$ cat config.mk
export PLATFORM = sky130hd
export DESIGN_NAME = key_scan
export DESIGN_NICKNAME = d
export VERILOG_FILES = /design/src/rtl/key_pkg.sv /design/src/rtl/key_debounce.sv /design/src/rtl/key_scan.sv
export SDC_FILE = /design/constraint.sdc
export NUM_CORES = 1
export LEC_CHECK = 0
export CAP_MARGIN = 20
export CORE_UTILIZATION = 45
export CTS_CLUSTER_DIAMETER = 80
export CTS_CLUSTER_SIZE = 16
export DETAILED_ROUTE_END_ITERATION = 8
export GPL_TIMING_DRIVEN = 0
export PLACE_DENSITY = 0.6
export SLEW_MARGIN = 15
export SYNTH_ARGS = -nofsm -noshare
export SYNTH_HDL_FRONTEND = slang
export SYNTH_SLANG_ARGS = --single-unit
export TNS_END_PERCENT = 100
$ cat constraint.sdc
create_clock -name clk -period 4.84 [get_ports clk]
set_input_delay 0.968 -clock clk [delete_from_list [all_inputs] [get_ports clk]]
set_output_delay 0.968 -clock clk [all_outputs]
set_load 0.02 [all_outputs]
$ cat src/rtl/key_pkg.sv
// Shared types and constants for the push-button scanner.
// Debounce defaults, key count and the per-key state encoding.
package key_pkg;

  localparam int DB_CYCLES_DEFAULT = 1_000_000;
  localparam int NKEYS = 4;

  typedef enum logic [1:0] {
    RELEASED,
    PRESS_DB,
    HELD,
    RELEASE_DB
  } key_state_t;

  function automatic logic [1:0] low_idx(
    input logic [NKEYS-1:0] v
  );
    logic [1:0] r;
    r = '0;
    for (int i = NKEYS - 1; i >= 0; i--) begin
      if (v[i]) r = 2'(i);
    end
    return r;
  endfunction

endpackage

$ cat src/rtl/key_debounce.sv
// One key: 2-flop synchronizer, stability counter and edge detect.
// Pulses and next level are decoded from registers only.
module key_debounce
  import key_pkg::*;
#(
  parameter int DB_CYCLES = DB_CYCLES_DEFAULT
) (
  input  logic clk,
  input  logic rest,
  input  logic keyn,
  output logic level_nxt,
  output logic down,
  output logic up
);

  localparam int CW = $clog2(DB_CYCLES) + 1;
  localparam logic [CW-1:0] CMAX = CW'(DB_CYCLES - 1);

  logic          s1;
  logic          s2;
  logic          stable;
  logic          stable_n;
  logic [CW-1:0] cnt;
  logic [CW-1:0] cnt_n;
  logic          fire;
  key_state_t    st;

  always_ff @(posedge clk or negedge rest) begin
    if (!rest) begin
      s1     <= 1'b1;
      s2     <= 1'b1;
      stable <= 1'b1;
      cnt    <= '0;
    end else begin
      s1     <= keyn;
      s2     <= s1;
      stable <= stable_n;
      cnt    <= cnt_n;
    end
  end

  always_comb begin
    cnt_n    = '0;
    stable_n = stable;
    fire     = 1'b0;
    st       = RELEASED;
    unique case (1'b1)
      ( stable &&  s2): st = RELEASED;
      ( stable && !s2): st = PRESS_DB;
      (!stable && !s2): st = HELD;
      (!stable &&  s2): st = RELEASE_DB;
      default:          st = RELEASED;
    endcase
    unique case (st)
      RELEASED, HELD: cnt_n = '0;
      PRESS_DB, RELEASE_DB: begin
        if (cnt == CMAX) begin
          fire     = 1'b1;
          stable_n = s2;
        end else begin
          cnt_n = cnt + CW'(1);
        end
      end
      default: cnt_n = '0;
    endcase
  end

  // stable is active-low: a fire while released is a press
  assign level_nxt = ~stable_n;
  assign down      = fire & stable;
  assign up        = fire & ~stable;

endmodule

$ cat src/rtl/key_scan.sv
// Four-key debounced scanner with registered level, edge pulses
// and lowest-index key code.
module key_scan
  import key_pkg::*;
#(
  parameter int DB_CYCLES = DB_CYCLES_DEFAULT,
  parameter int NKEYS     = key_pkg::NKEYS
) (
  input  logic             clk,
  input  logic             rest,
  input  logic [NKEYS-1:0] keyn,
  output logic [NKEYS-1:0] key_level,
  output logic [NKEYS-1:0] key_down,
  output logic [NKEYS-1:0] key_up,
  output logic             key_valid,
  output logic [1:0]       key_code
);

  logic [NKEYS-1:0] lvl_n;
  logic [NKEYS-1:0] dn;
  logic [NKEYS-1:0] upp;

  for (genvar i = 0; i < NKEYS; i++) begin : g_key
    key_debounce #(
      .DB_CYCLES(DB_CYCLES)
    ) u_db (
      .clk      (clk),
      .rest     (rest),
      .keyn     (keyn[i]),
      .level_nxt(lvl_n[i]),
      .down     (dn[i]),
      .up       (upp[i])
    );
  end

  always_ff @(posedge clk or negedge rest) begin
    if (!rest) begin
      key_level <= '0;
      key_down  <= '0;
      key_up    <= '0;
      key_valid <= 1'b0;
      key_code  <= '0;
    end else begin
      key_level <= lvl_n;
      key_down  <= dn;
      key_up    <= upp;
      key_valid <= |dn;
      if (|dn) key_code <= low_idx(dn);
    end
  end

endmodule

==> flow_summary.json <==
{
  "coreArea_um2": 11400,
  "synth_nets": 527,
  "antenna_found_initial": 0,
  "fin_nets": 559,
  "fin_crit_sh_pct": 48.3,
  "synth_edf_count": 0,
  "seqPwrFrac_pct": 54.2,
  "post_cts_resized": 0,
  "grt_pass1_vias": 3602,
  "slowest_stage": "clkdlybuf4s50_1",
  "setup-violations-final": 0,
  "grt_pass1_wl_mm": 17.1,
  "netSwitchingFraction_pct": 20.9,
  "yosysWarnings": 0,
  "crit_required_ps": 3870,
  "critical_path.cell_chain": "clkdlybuf4s50_1",
  "relSlewSlack_pct": 64.6,
  "power_mw": 1.76,
  "initial_utilization_pct": 46.1,
  "wl_mm": 10.1,
  "start_kind": "flip-flop",
  "cts_max_level": 3,
  "grtUsageMet1_pct": 25.1,
  "power.net_switching_mw": 0.368,
  "track_usage_pct": 18.5,
  "place_congestion": 0.808,
  "synthDistinctLibCells": 46,
  "place_area_um2": 5680,
  "cpLargestDelayFamily": "buffers and inverters",
  "fin_util_pct": 52.4,
  "tns_ps": 0,
  "portBuffers": 20,
  "dpl.hpwl_mm": 7.18,
  "final.min_clock_period_ps": 2340,
  "netlist_instances": 517,
  "hold_violations": 0,
  "clkTransAtPathRegs_ps": 60,
  "avgSynthCellArea_um2": 10.2,
  "ant_nets": 0,
  "max-vdd-ir-drop_v": 0.000350,
  "drv_slew": 0,
  "holdWs_ps": 355,
  "cp_slowest_stage_delay_ps": 630,
  "vias": 3874,
  "top_usage_layer": "met2",
  "clkLatencyLatePin_ps": 350,
  "ios": 21,
  "clockBufferDepth": 2,
  "p_int_mw": 1.39,
  "cts-hold-fix-buffers": 0,
  "finClkSkew_ps": 5.90,
  "numCtsBuffers": 9,
  "fmax_ghz": 0.428,
  "p_leak_nw": 2.29,
  "syn2layout_area_growth_pct": 13.5,
  "rsz0062_at_grt": "no",
  "drt_iter0_markers": 138,
  "hp-class": "flip-flop to flip-flop",
  "cp_max_fo": 2,
  "grtUsageMet2_pct": 29.2,
  "die_area_um2": 12100,
  "route.detailed.wl_per_inst_um": 14.5,
  "arrival_ps": 1370,
  "insertedDiodeCount": 0,
  "postCtsSetupBuffers": 0,
  "via_per_inst": 5.56,
  "dr.pass1.iters": 4,
  "critical_path_class": "flip-flop to output pin",
  "drive_above_1_share_pct": 7.58,
  "cts.sinks": 111,
  "fin_area_um2": 5980,
  "cts_tree": "yes",
  "ys.flop_type": "dfrtp_1",
  "powerDensity_nw_per_um2": 294,
  "use_met3_pct": 5.29,
  "die_x_um": 110,
  "drc": 0,
  "grt_max_degree": 61,
  "cap_violations": 0,
  "ys_seq_elements": 111,
  "pwr-share-comb_pct": 3.2,
  "synth_area_um2": 5270,
  "worstMarginPinSlew_ps": 526,
  "end_kind": "output pin",
  "p_clk_share_pct": 42.5,
  "overflow": 0,
  "fp-row-count": 39,
  "synth_seq_area_share_pct": 53.0,
  "root_buffer": "clkbuf_16",
  "cp.buffers_inverters": 1,
  "status": "finished, final reports clean",
  "async_flop_share_pct": 100,
  "die_h_um": 110
}
==> cell usage in the layout (no fill, tap or decap), types with 4 or more instances in the layout <==
master | Yosys | layout
nor3_1 | 17 | 17
nand2b_1 | 5 | 5
clkdlybuf4s50_1 | 0 | 19
xor2_1 | 18 | 18
nand3_1 | 23 | 23
nor4b_1 | 4 | 4
buf_2 | 8 | 8
nand4_1 | 22 | 22
nor2_1 | 64 | 64
ha_1 | 4 | 4
and2_1 | 4 | 4
a21oi_1 | 28 | 28
o31ai_1 | 13 | 13
nor4_1 | 15 | 15
dfrtp_1 | 99 | 99
or3_1 | 20 | 20
clkbuf_16 | 0 | 9
inv_1 | 16 | 16
or4_1 | 17 | 17
o21ai_0 | 14 | 14
or4b_1 | 7 | 7
nand2_1 | 28 | 28
mux2_1 | 4 | 4
mux2i_1 | 4 | 4
clkbuf_1 | 4 | 6
and4_1 | 6 | 6
xnor2_1 | 33 | 33
dfstp_2 | 12 | 12
==> through the flow <==
stage | instances | worst slack (ps)
after global routing | 697 | 2460
after detailed placement | 681 | 2620
after floorplan | 517 | 2880
after CTS | 697 | 2500
after global placement | 680 | -1450
final | 697 | 2500
==> final cells by class <==
class | count | area (um^2)
fillers | 1052 | 5440
inverters | 16 | 60.1
clock inverters | 3 | 42.5
plain buffers | 14 | 66.3
repair buffers | 21 | 229
multi-input cells | 376 | 2350
clock buffers | 13 | 260
well taps | 143 | 179
flip-flops and latches | 111 | 2790
==> power groups by stage <==
stage	clock, mW	combinational [mW]	sequential, mW
after floorplan	0	0.0264	0.968
after global placement	0	0.0560	0.970
after detailed placement	0	0.0594	0.970
after CTS	0.773	0.0598	0.952
after global routing	0.808	0.0671	0.954
final	0.747	0.0571	0.953
==> sequential cells by signal (all words and copies together) (netlist names) <==
| name | cells |
|---|---|
| key_level | 4 |
| key_down | 4 |
| g_key.u_db.cnt | 84 |
| key_valid | 1 |
| key_code | 2 |
| g_key.u_db.stable | 4 |
| g_key.u_db.s1 | 4 |
| key_up | 4 |
| g_key.u_db.s2 | 4 |
==> cells by family after synthesis <==
group                      after synthesis  synth area share, %
xor gates and xnor gates                51                 8.48
AOI/OAI and AO/OA                       64                 7.17
buffers and inverters                   30                 2.40
DFF                                    111                 53.0
adders and majority gates                4                0.950
muxes                                    8                 1.61
and+or+nand+nor                        249                 26.4
==> layer usage <==
metal / wire length (um) / share of wire, % / vias up
li1: - / - / 1938
met1: 5030 / 50 / 1870
met2: 4650 / 46 / 57
met3: 345 / 3.4 / 9
met4: 117 / 1.2 / 0
met5: 0 / 0 / -
==> worst paths after layout <==
path                                                 startpoint                               to  slack, ps  cells after the start
worst max-delay path                    key_code[0]$_DFFE_PN0P_                      key_code[0]       2500                      1
worst min-delay path                 g_key[2].u_db.s1$_DFF_PN1_       g_key[2].u_db.s2$_DFF_PN1_        360                      0
worst max register to register  g_key[2].u_db.cnt[15]$_DFF_PN0_  g_key[2].u_db.cnt[11]$_DFF_PN0_       2610                      6
worst min register to register       g_key[2].u_db.s1$_DFF_PN1_       g_key[2].u_db.s2$_DFF_PN1_        360                      0
max in group asynchronous                                  rest       g_key[2].u_db.s1$_DFF_PN1_       3590                      2
min in group asynchronous                                  rest   g_key[0].u_db.cnt[9]$_DFF_PN0_        550                      1
==> synthesized netlist by cell type, drive strengths merged, types with 10 or more instances <==
library cell	number	area (um^2)
nand3	23	115
nand2	28	105
buf	10	51.3
inv	16	60.1
nor4	16	106
o31ai	13	97.6
o21ai	15	75.1
or4	18	139
dfstp	12	315
xor2	18	158
a21oi	28	140
xnor2	33	289
nor2	64	240
or3	20	125
dfrtp	99	2480
nor3	17	85.1
nand4	22	138
No activity file was read; power rests on OpenSTA's default activity.
